## config.mk

```make
export PLATFORM = sky130hd
export DESIGN_NAME = iq_channel_scheduler_flat
export DESIGN_NICKNAME = d
export VERILOG_FILES = /design/src/rtl/iq_channel_scheduler_if.sv /design/src/rtl/iq_channel_scheduler.sv /design/src/flat_wrapper.sv
export SDC_FILE = /design/constraint.sdc
export NUM_CORES = 1
export LEC_CHECK = 0
export BUFFER_PORTS_ARGS = -buffer_cell sky130_fd_sc_hd__buf_4
export CAP_MARGIN = 15
export CORE_ASPECT_RATIO = 1.4
export CORE_MARGIN = 2
export CORE_UTILIZATION = 38
export CTS_BUF_LIST = sky130_fd_sc_hd__clkbuf_2
export DETAILED_ROUTE_END_ITERATION = 8
export SLEW_MARGIN = 20
export SYNTH_ARGS = -nofsm -noshare
export SYNTH_HDL_FRONTEND = slang
export SYNTH_SLANG_ARGS = --single-unit
```

## constraint.sdc

```tcl
create_clock -name CLK -period 3.7 [get_ports CLK]
set_clock_uncertainty 0.1 [all_clocks]
set_input_delay 0.185 -clock CLK [delete_from_list [all_inputs] [get_ports CLK]]
set_output_delay 0.185 -clock CLK [all_outputs]
set_load 0.01 [all_outputs]
```

## src/rtl/iq_channel_scheduler_if.sv

```systemverilog
// ---------------------------------------------------------------------------
// iq_channel_scheduler_if
//   Sample bus between the IQ demodulator channels, the channel scheduler and
//   the DAC_DB converter.
//
//   chI / chQ   : four packed signed N-bit samples, channel k at [k*N +: N]
//   chValid     : per-channel filter-valid flags
//   dataOut     : registered signed sample presented to the DAC path
//   dataValid   : dataOut carries live data
//   frameStart  : one-cycle scope-trigger pulse at the start of a scan frame
//
//   master : scheduler side (consumes channels, drives the DAC path)
//   slave  : channel/DAC side
// ---------------------------------------------------------------------------
interface iq_channel_scheduler_if #(
    parameter int N = 14
);
    logic [4*N-1:0]      chI;
    logic [4*N-1:0]      chQ;
    logic [3:0]          chValid;
    logic signed [N-1:0] dataOut;
    logic                dataValid;
    logic                frameStart;

    modport master (
        input  chI,
        input  chQ,
        input  chValid,
        output dataOut,
        output dataValid,
        output frameStart
    );

    modport slave (
        output chI,
        output chQ,
        output chValid,
        input  dataOut,
        input  dataValid,
        input  frameStart
    );
endinterface

```

## src/rtl/iq_channel_scheduler.sv

```systemverilog
// ---------------------------------------------------------------------------
// iq_channel_scheduler
//   Time-multiplexes up to four IQ demodulator channels onto the single
//   DAC_DB output path. Round-robins over the channels enabled in chanMask
//   (or holds manualSel in manual mode), blanks the output for SETTLE_CYCLES
//   after every switch while the demodulator filter settles, and presents a
//   registered I-or-Q sample with a valid flag and a frame marker.
//
//   Ports:
//     CLK        system clock (CLOCK_50)
//     reset      synchronous, active-high
//     enable     run; low forces IDLE
//     manual     1 = hold manualSel, 0 = round-robin scan
//     manualSel  channel used in manual mode
//     chanMask   scan-enable per channel (bit k = channel k)
//     qSel       0 = output I, 1 = output Q
//     sel        currently selected channel
//     busy       high when not IDLE
//     bus        sample interface (chI, chQ, chValid in; dataOut, dataValid,
//                frameStart out)
//
//   Configuration macro:
//     IQ_SCHED_MARKER_EN  when defined, dataOut is driven to the most-positive
//                         value during SETTLE so switches are visible on the
//                         DAC trace; otherwise dataOut is 0 during SETTLE.
// ---------------------------------------------------------------------------
module iq_channel_scheduler #(
    parameter int          N             = 14,
    parameter int unsigned SETTLE_CYCLES = 1024,
    parameter int unsigned DWELL_CYCLES  = 50000
) (
    input  logic        CLK,
    input  logic        reset,
    input  logic        enable,
    input  logic        manual,
    input  logic [1:0]  manualSel,
    input  logic [3:0]  chanMask,
    input  logic        qSel,
    output logic [1:0]  sel,
    output logic        busy,
    iq_channel_scheduler_if.master bus
);

    typedef enum logic [1:0] {
        IDLE   = 2'd0,
        SETTLE = 2'd1,
        DWELL  = 2'd2
    } state_t;

    localparam logic [31:0] SETTLE_LAST = 32'(SETTLE_CYCLES - 1);
    localparam logic [31:0] DWELL_LAST  = 32'(DWELL_CYCLES - 1);

`ifdef IQ_SCHED_MARKER_EN
    localparam logic signed [N-1:0] SETTLE_FILL = {1'b0, {(N-1){1'b1}}};
`else
    localparam logic signed [N-1:0] SETTLE_FILL = '0;
`endif

    state_t              state_q, state_d;
    logic [31:0]         cnt_q, cnt_d;
    logic [1:0]          sel_d;
    logic                mode_q;
    logic                arm_q, arm_d;
    logic signed [N-1:0] dout_q, dout_d;
    logic                valid_q, valid_d;
    logic                frame_q;
    logic                busy_d;
    logic signed [N-1:0] smp_i, smp_q;
    logic [1:0]          first_chan;
    logic [1:0]          after_chan;

    // Lowest enabled channel: start of a scan frame.
    function automatic logic [1:0] lowest_chan(input logic [3:0] mask);
        logic [1:0] r;
        logic       found;
        r     = '0;
        found = 1'b0;
        for (int unsigned i = 0; i < 4; i++) begin
            if (mask[i] && !found) begin
                r     = 2'(i);
                found = 1'b1;
            end
        end
        return r;
    endfunction

    // Next enabled channel strictly above cur, wrapping 3->0; returns cur
    // itself when it is the only enabled channel.
    function automatic logic [1:0] next_chan(input logic [3:0] mask,
                                             input logic [1:0] cur);
        logic [1:0] r;
        logic [1:0] idx;
        logic       found;
        r     = cur;
        found = 1'b0;
        for (int unsigned i = 1; i <= 4; i++) begin
            idx = 2'(32'(cur) + i);
            if (mask[idx] && !found) begin
                r     = idx;
                found = 1'b1;
            end
        end
        return r;
    endfunction

    always_comb begin
        first_chan = lowest_chan(chanMask);
        after_chan = next_chan(chanMask, sel);
        smp_i      = bus.chI[int'(sel)*N +: N];
        smp_q      = bus.chQ[int'(sel)*N +: N];
    end

    // ------------------------------------------------------------------
    // State register and output registers
    // ------------------------------------------------------------------
    always_ff @(posedge CLK) begin
        if (reset) begin
            state_q <= IDLE;
            cnt_q   <= '0;
            sel     <= '0;
            mode_q  <= 1'b0;
            arm_q   <= 1'b0;
            dout_q  <= '0;
            valid_q <= 1'b0;
            frame_q <= 1'b0;
            busy    <= 1'b0;
        end else begin
            state_q <= state_d;
            cnt_q   <= cnt_d;
            sel     <= sel_d;
            mode_q  <= manual;
            arm_q   <= arm_d;
            dout_q  <= dout_d;
            valid_q <= valid_d;
            frame_q <= arm_q;
            busy    <= busy_d;
        end
    end

    // ------------------------------------------------------------------
    // Next-state logic. Abort conditions (disable, mode change, manual
    // reselect, scan channel removed) override the SETTLE/DWELL counting.
    // ------------------------------------------------------------------
    always_comb begin
        state_d = state_q;
        cnt_d   = cnt_q;
        sel_d   = sel;
        case (state_q)
            IDLE: begin
                if (enable && (manual || chanMask != '0)) begin
                    state_d = SETTLE;
                    sel_d   = manual ? manualSel : first_chan;
                    cnt_d   = '0;
                end
            end
            default: begin
                if (!enable || (!manual && chanMask == '0)) begin
                    state_d = IDLE;
                    cnt_d   = '0;
                end else if (manual != mode_q) begin
                    state_d = SETTLE;
                    sel_d   = manual ? manualSel : first_chan;
                    cnt_d   = '0;
                end else if (manual && manualSel != sel) begin
                    state_d = SETTLE;
                    sel_d   = manualSel;
                    cnt_d   = '0;
                end else if (!manual && !chanMask[sel]) begin
                    state_d = SETTLE;
                    sel_d   = after_chan;
                    cnt_d   = '0;
                end else if (state_q == SETTLE) begin
                    // Counter saturates at SETTLE_LAST; then wait for chValid.
                    if (cnt_q == SETTLE_LAST) begin
                        if (bus.chValid[sel]) begin
                            state_d = DWELL;
                            cnt_d   = '0;
                        end
                    end else begin
                        cnt_d = cnt_q + 32'd1;
                    end
                end else begin
                    // DWELL: manual mode holds the counter at DWELL_LAST.
                    if (cnt_q == DWELL_LAST) begin
                        if (!manual) begin
                            cnt_d = '0;
                            if (after_chan != sel) begin
                                state_d = SETTLE;
                                sel_d   = after_chan;
                            end
                        end
                    end else begin
                        cnt_d = cnt_q + 32'd1;
                    end
                end
            end
        endcase
    end

    // ------------------------------------------------------------------
    // Output logic. The sample stage works from the current state, so
    // dataOut/dataValid trail the state register by one cycle; frameStart
    // goes through arm_q so it coincides with the first valid sample.
    // ------------------------------------------------------------------
    always_comb begin
        dout_d  = dout_q;
        valid_d = 1'b0;
        busy_d  = (state_d != IDLE);
        arm_d   = (state_d == DWELL) && (state_q != DWELL) &&
                  (manual || sel_d == first_chan);
        case (state_q)
            DWELL: begin
                if (bus.chValid[sel]) begin
                    dout_d  = qSel ? smp_q : smp_i;
                    valid_d = 1'b1;
                end
            end
            SETTLE:  dout_d = SETTLE_FILL;
            default: dout_d = '0;
        endcase
    end

    assign bus.dataOut    = dout_q;
    assign bus.dataValid  = valid_q;
    assign bus.frameStart = frame_q;

endmodule

```

## src/flat_wrapper.sv

```systemverilog
// flat-port wrapper written by rule: the top's interface ports become plain ports
module iq_channel_scheduler_flat 
#(
    parameter int          N             = 14,
    parameter int unsigned SETTLE_CYCLES = 1024,
    parameter int unsigned DWELL_CYCLES  = 50000
)
  (CLK, reset, enable, manual, manualSel, chanMask, qSel, sel, busy, bus_chI, bus_chQ, bus_chValid, bus_dataOut, bus_dataValid, bus_frameStart);
  iq_channel_scheduler_if #(.N(N)) bus_i ();
  input  logic CLK;
  input  logic reset;
  input  logic enable;
  input  logic manual;
  input  logic [1:0] manualSel;
  input  logic [3:0] chanMask;
  input  logic qSel;
  output logic [1:0] sel;
  output logic busy;
  input wire logic [$bits(bus_i.chI)-1:0] bus_chI;
  input wire logic [$bits(bus_i.chQ)-1:0] bus_chQ;
  input wire logic [$bits(bus_i.chValid)-1:0] bus_chValid;
  output wire logic [$bits(bus_i.dataOut)-1:0] bus_dataOut;
  output wire logic [$bits(bus_i.dataValid)-1:0] bus_dataValid;
  output wire logic [$bits(bus_i.frameStart)-1:0] bus_frameStart;
  assign bus_i.chI = bus_chI;
  assign bus_i.chQ = bus_chQ;
  assign bus_i.chValid = bus_chValid;
  assign bus_dataOut = bus_i.dataOut;
  assign bus_dataValid = bus_i.dataValid;
  assign bus_frameStart = bus_i.frameStart;
  iq_channel_scheduler #(.N(N), .SETTLE_CYCLES(SETTLE_CYCLES), .DWELL_CYCLES(DWELL_CYCLES)) u_core (.CLK(CLK), .reset(reset), .enable(enable), .manual(manual), .manualSel(manualSel), .chanMask(chanMask), .qSel(qSel), .sel(sel), .busy(busy), .bus(bus_i));
endmodule
```

==> metrics.md, run 1 <==
| Metric | Value |
|---|---|
| Run status | `completed` |
| Sw Pwr | `0.3447 mW` |
| Die height | `approximately 120 um` |
| Post-synth EDFFs | `0` |
| CTS root buffer | `clkbuf_2` |
| Largest net degree at the start of global routing | `33` |
| Clock power share | `21.3%` |
| P_leak | `between 1.5 and 2 nW` |
| DRT iter0 DRCs | `80` |
| Max rail drop VDD | `0.0001267 V` |
| Slew Limit Fails | `0` |
| Worst reg2reg path endpoint | `u_core.cnt_q[29]$_SDFFE_PP0P_` |
| Finished Layout Cells | `662` |
| WP data required | `~4 ns` |
| GR Util All Layers | `21.63%` |
| Flop2flop setup slack | `0.79 ns` |
| Syn Nets | `520` |
| Fmax achieved | `0.3432 GHz` |
| Final TNS setup | `0 ns` |
| # DRC | `0` |
| Synthesized area per cell | `9.550 um^2` |
| Nets | `657` |
| Critical Path, Cell by Cell | `or4b_1 > nor4_1 > a32oi_1 > o31ai_4 > or2_1 > nor4_4 > xnor2_1 > nor2_1` |
| Final Hold Vio Count | `0` |
| Clk_lat worst skew | `0.47 ns` |
| Main synth FF type | `dfxtp_1` |
| Total Power | `approximately 1.2 mW` |
| FILL cells | `889` |
| Number of global-route vias before repair | `3,734` |
| Port bufs | `approximately 150` |
| Gp weighted congestion | `0.8626` |
| YS warnings | `0` |
| Final Cycle Share | `78.74%` |
| Ant diodes | `0` |
| Grt total ovfl | `0` |
| Num rows | `42` |
| Clk sinks | `55` |
| Largest cells by area after synthesis | `dfxtp_1, mux4_2, mux2i_1` |
| DP Wirelength | `approximately 9100 um` |
| Min-delay worst type | `input port to flip-flop` |
| Worst setup path category | `flip-flop to flip-flop` |
| Layout area overhead | `33.79%` |
| Core Footprint | `roughly 9500 um^2` |
| Seq cells post-synth | `55` |
| Synth async-reset ratio | `0%` |
| Total wire length | `11,170 um` |
| Die Width | `slightly below 90 um` |
| Internal | `around 0.83 mW` |
| Io pins | `around 150` |
| Final min period | `2.913 ns` |
| Pwr/cell area | `235.3 nW/um^2` |
| Drt via density | `5.323` |
| Synth cell types | `64` |
| RSZ-0062 raised after global routing | `no` |
| CP max stage delay | `0.51 ns` |
| Worst endpoint data arrival time | `3.22 ns` |
| CTS tree | `done` |
| Worst Tran Pin Value | `0.8643 ns` |
| Drt first pass iters | `4` |
| Worst reg-to-reg path cell count | `8` |
| Vias after detailed routing | `approximately 3,500` |
| Dpl cells | `between 600 and 700` |
| Sequential group share of total power | `51.6%` |
| Depth of the CTS H-tree | `2` |
| Yosys top cell area share | `29.41%` |
| Clock tree buffer depth | `2` |
| Initial core utilization | `between 30% and 40%` |
| Clk slew on worst S/H paths | `between 0.2 and 0.3 ns` |
| Synth top cells by count | `nor2_1, dfxtp_1, mux4_2` |
| Antenna violations before repair | `0` |
| Area leader, netlist | `dfxtp_1` |
| Max_slew headroom | `42.03%` |
| Total CTS buffers | `5` |
| Syn Std Cell Area | `3744 um^2` |
| RR Startpoint | `u_core.state_q[0]$_SDFF_PP0_` |
| Global-route wire length before repair | `17,910 um` |
| Max Cap Viol | `0` |
| Count leader, synth | `nor2_1` |
| Worst Path Max Fanout | `10` |
| Min-delay src | `chanMask[1]` |
| Share of layout cells above drive strength 1 | `37.55%` |
| Comb pwr share | `27.1%` |
| Slowest CP cell | `dfxtp_1` |
| Setup crit end kind | `flip-flop` |
| Worst setup SP type | `flip-flop` |
| WHS Path Cells | `3` |
| # setup viols final | `0` |
| WL/cell | `16.87 um` |
| Post-Syn Instances | `~390` |
| Die area | `~11,000 um^2` |
| Post-DRT Antenna Nets | `0` |
| Min-Delay Endpoint | `u_core.busy$_SDFF_PP0_` |
| Switching share of power | `29.25%` |
| Post-synthesis sequential area ratio | `29.41%` |
[worst max-delay path by stage]
stage / from / endpoint / slack [ns] / cells after the start
finish: u_core.state_q[0]$_SDFF_PP0_ / u_core.cnt_q[29]$_SDFFE_PP0P_ / 0.79 / 8
global route: u_core.state_q[0]$_SDFF_PP0_ / u_core.cnt_q[29]$_SDFFE_PP0P_ / 0.50 / 8
CTS: u_core.cnt_q[26]$_SDFFE_PP0P_ / u_core.cnt_q[29]$_SDFFE_PP0P_ / 0.72 / 8
detailed placement: u_core.cnt_q[26]$_SDFFE_PP0P_ / u_core.cnt_q[29]$_SDFFE_PP0P_ / 0.77 / 8
global placement: u_core.cnt_q[26]$_SDFFE_PP0P_ / u_core.cnt_q[25]$_SDFFE_PP0P_ / 0.83 / 8
floorplan: u_core.sel[0]$_SDFF_PP0_ / u_core.cnt_q[31]$_SDFFE_PP0P_ / 1.21 / 10
[power groups by stage]
stage / combinational [mW] / clock, mW / sequential (mW)
after global placement: 0.315 / 0 / 0.618
after global routing: 0.348 / 0.286 / 0.611
after CTS: 0.322 / 0.263 / 0.608
after floorplan: 0.182 / 0 / 0.613
final: 0.319 / 0.251 / 0.608
after detailed placement: 0.317 / 0 / 0.618
[flip-flops by register name, summed over array words and instances (netlist names)]
register,cells
u_core.bus.dataValid,1
u_core.arm_q,1
u_core.sel,2
u_core.busy,1
u_core.state_q,2
u_core.bus.dataOut,14
u_core.bus.frameStart,1
u_core.mode_q,1
u_core.cnt_q,32
[cells in the final DEF (no fill, tap or decap), types with 3 or more instances in the layout]
master and count:
dlygate4sd3_1 5, nor2b_1 5, nor4_1 7, nand2_1 24, nand2b_1 8, nand4_1 5, xor2_1 16, o21ai_0 3
nor2_1 66, a211oi_1 18, nand3_1 13, clkbuf_2 5, buf_4 150, dfxtp_1 55, xnor2_1 14, mux4_2 28
and4_1 4, nor3_1 9, inv_1 8, mux2i_1 25, and3_1 3, a21oi_1 6
[worst max-delay path: cells and delay by family, from the launching register on]
| family | cells | cell delay (ns) |
|---|---|---|
| xor gates and xnor gates | 1 | 0.18 |
| DFF | 1 | 0.51 |
| and+or+nand+nor | 5 | 1.46 |
| AOI/OAI and AO/OA | 2 | 0.61 |
[timing repair]
item,CTS,global route
hold buffers,5,0
endpoints found under the hold margin,11,0
setup buffers,0,0
gates resized for setup,0,0
[through the flow]
step	setup WS [ns]	area [um^2]	hold WS, ns	util, %
global route	0.5006	5009	0.01223	52.66
global placement	0.8259	4913	0.3491	51.66
finish	0.7866	5009	0.02529	52.66
floorplan	1.207	3744	0.2294	-
detailed placement	0.7683	4913	0.3533	51.66
CTS	0.7237	5009	0.007859	52.66
[area by class of cell]
class	count	area [um^2]	area share, %
clock buffer	5	25.02	0.4996
clock inverter	3	20.02	0.3997
inverter	8	30.03	0.5996
multi-input combinational	304	2491	49.74
sequential	55	1101	21.98
tap	132	165.2	3.298
timing repair buffer	155	1176	23.48
[layer usage]
metal	vias up	wire length, um	GRT usage (%)
met3	21	639	4.694
li1	1732	-	-
met1	1643	4095	23.14
met4	0	304	7.596
met5	-	0	0
met2	128	6128	40.58
[kinds of logic after synthesis]
logic type                 after synthesis  synth area share [%]
and+or+nand+nor                        168                 24.06
DFF                                     55                 29.41
muxes                                   53                 23.53
AOI/OAI and AO/OA                       52                 11.60
buffers and inverters                   33                 4.044
xor gates and xnor gates                30                 7.019
adders and majority gates                1                0.3342
(Power assumes the default switching activity.)
==> inputs of run 2 (changes only) <==
ABC_AREA = 1   (was not set)
PLACE_DENSITY = 0.66   (was not set)
clock period = 2.4 ns   (was 3.7 ns; I/O delays follow)
==> metrics.md, run 2 <==
| Metric | Value |
|---|---|
| Post-synth EDFFs | `0` |
| Metal3 WL | `roughly 960 um` |
| FILL cells | `1,099` |
| Seq cells post-synth | `55` |
| Final Cycle Share | `between 90% and 100%` |
| Die area | `12,260 um^2` |
| Total wire length | `17,950 um` |
| Synth top cells by count | `nor2_1, nand2_1, o21ai_0` |
| Io pins | `146` |
| Vias after detailed routing | `~5,900` |
| Die Width | `94.16 um` |
| DR WL met2 | `about 9500 um` |
| Clk sinks | `55` |
| Depth of the CTS H-tree | `2` |
| Synthesized area per cell | `around 6.1 um^2` |
| Clk slew on worst S/H paths | `roughly 0.28 ns` |
| WP data required | `2.75 ns` |
| Run status | `completed` |
| DP Wirelength | `between 10,000 and 15,000 um` |
| Synth async-reset ratio | `0%` |
| Finished Layout Cells | `roughly 1,100` |
| Core Footprint | `11,220 um^2` |
| YS warnings | `0` |
| Largest cells by area after synthesis | `dfxtp_1, nor2_1, o21ai_0` |
| Layout area overhead | `51.19%` |
| Initial core utilization | `38.53%` |
| Pwr/cell area | `324.0 nW/um^2` |
| P_leak | `2.735 nW` |
| Max_slew headroom | `about two thirds` |
| WL/cell | `16.58 um` |
| Total CTS buffers | `5` |
| Biggest register | `u_core.cnt_q` |
| GR Util All Layers | `28.80%` |
| Worst Path Max Fanout | `8` |
| Global-route wire length before repair | `roughly 28,000 um` |
| Uppermost routed layer | `met4` |
| Main synth FF type | `dfxtp_1` |
| Slew Limit Fails | `0` |
| Final Hold Vio Count | `0` |
| Antenna violations before repair | `0` |
| Fmax achieved | `0.4338 GHz` |
| Largest net degree at the start of global routing | `58` |
| Worst Tran Pin Value | `0.4954 ns` |
| Max rail drop VDD | `0.0002128 V` |
| Clock tree buffer depth | `2` |
| Worst endpoint data arrival time | `2.65 ns` |
| Count leader, synth | `nor2_1` |
| Worst setup SP type | `flip-flop` |
| Number of global-route vias before repair | `5,801` |
| RSZ-0062 raised after global routing | `yes` |
| Max Cap Viol | `0` |
| Dpl cells | `1,009` |
| CTS root buffer | `clkbuf_2` |
| Share of layout cells above drive strength 1 | `about 28%` |
| Nets | `1,066` |
| Most frequent cells in the layout | `buf_4, nor2_1, nand2_1` |
| Commonest non-fill, non-tap cell in the layout | `buf_4` |
| Num rows | `46` |
| # DRC | `0` |
| Port bufs | `145` |
| Post-synthesis sequential area ratio | `25.46%` |
| Max reg flops | `32` |
| DRT iter0 DRCs | `roughly 320` |
| Synth cell types | `46` |
| Min-delay worst type | `input port to flip-flop` |
| Die height | `130.2 um` |
| Worst setup path category | `flip-flop to flip-flop` |
| Post-Syn Instances | `711` |
| Final core occ | `58.25%` |
| Drt via density | `between 5 and 6` |
| Grt total ovfl | `0` |
| Setup crit end kind | `flip-flop` |
| Area leader, netlist | `dfxtp_1` |
| Ant diodes | `0` |
| Syn Std Cell Area | `~4300 um^2` |
| Syn Nets | `839` |
| # setup viols final | `0` |
| Gp weighted congestion | `0.9070` |
| Final min period | `2.305 ns` |
| Yosys top cell area share | `about 25%` |
| Post-DRT Antenna Nets | `0` |
| CTS tree | `done` |
| Routed met1 length | `around 6300 um` |
| Drt first pass iters | `6` |
| Clk_lat worst skew | `around 0.49 ns` |
[run 2: area by class of cell]
class                      instances  area [um^2]  area share (%)
multi-input combinational        563         2908           44.48
timing repair buffer             252         2042           31.23
tap                              144        180.2           2.756
inverter                          61        236.5           3.617
clock inverter                     2        12.51          0.1914
sequential                        55         1129           17.26
clock buffer                       6        30.03          0.4593
[run 2: timing repair]
item                                    CTS  global route
gates cloned                              0             1
resized for setup                         2            37
hold buffers                             57             0
pin swaps                                 0             5
buffers inserted                          0             8
endpoints found under the setup margin    4            37
hold endpoints to repair                 37             0
[run 2: critical path: stages, from the launching register on]
cell,delay [ns]
dfxtp_4,0.44
ha_4,0.15
nand2_4,0.06
nor2_4,0.16
nand2_2,0.08
nor3_2,0.11
nand2_1,0.11
nor2_1,0.12
inv_1,0.07
nor2_2,0.09
o21ai_2,0.07
o21ai_4,0.11
clkinv_4,0.14
nand2_8,0.11
nand2_8,0.08
o21bai_1,0.17
nor2_1,0.09
[run 2: cell families after synthesis]
family,Yosys count,synth area share (%)
flip-flops,55,25.46
XOR/XNOR,19,4.022
adder cells (fa/ha/maj),1,0.2893
AND/OR/NAND/NOR,384,40.51
buffers and inverters,94,9.260
AO/OA/AOI/OAI,158,20.46
[run 2: metal layers]
layer | global-route usage [%] | up-vias
met4 | 18.33 | 0
met5 | 0 | -
met1 | 29.18 | 2697
met2 | 55.17 | 265
li1 | - | 2871
met3 | 3.002 | 70
[run 2: power by group]
group	switching [mW]	leakage, nW	internal [mW]	total, mW
clock network	0.323	0.0290	0.0738	0.397
registers	0.00971	0.451	0.921	0.931
logic	0.399	2.25	0.392	0.791
[run 2: final timing paths]
path                                startpoint                            endpoint  slack, ns  cells past startpoint
setup / recovery  u_core.cnt_q[0]$_SDFFE_PP0P_       u_core.cnt_q[11]$_SDFFE_PP0P_       0.09                     16
hold / removal                     bus_chQ[14]  u_core.bus.dataOut[0]$_SDFFE_PP0P_       0.03                      5
setup reg to reg  u_core.cnt_q[0]$_SDFFE_PP0P_       u_core.cnt_q[11]$_SDFFE_PP0P_       0.09                     16
hold reg to reg        u_core.arm_q$_SDFF_PP0_    u_core.bus.frameStart$_SDFF_PP0_       0.35                      2
[run 2: per-stage QoR]
stage	setup TNS (ns)	setup slack (ns)	instance area [um^2]	power, mW	hold slack (ns)
6_report	0	0.09492	6538	2.118	0.02919
5_1_grt	-0.4036	-0.07521	6538	2.225	0.04030
3_3_place_gp	0	0.04231	5744	1.583	0.3121
2_1_floorplan	0	0.2993	4324	1.310	0.1041
3_5_place_dp	0	0.004455	5744	1.590	0.3254
4_1_cts	0	0.01928	6360	2.086	0.02273
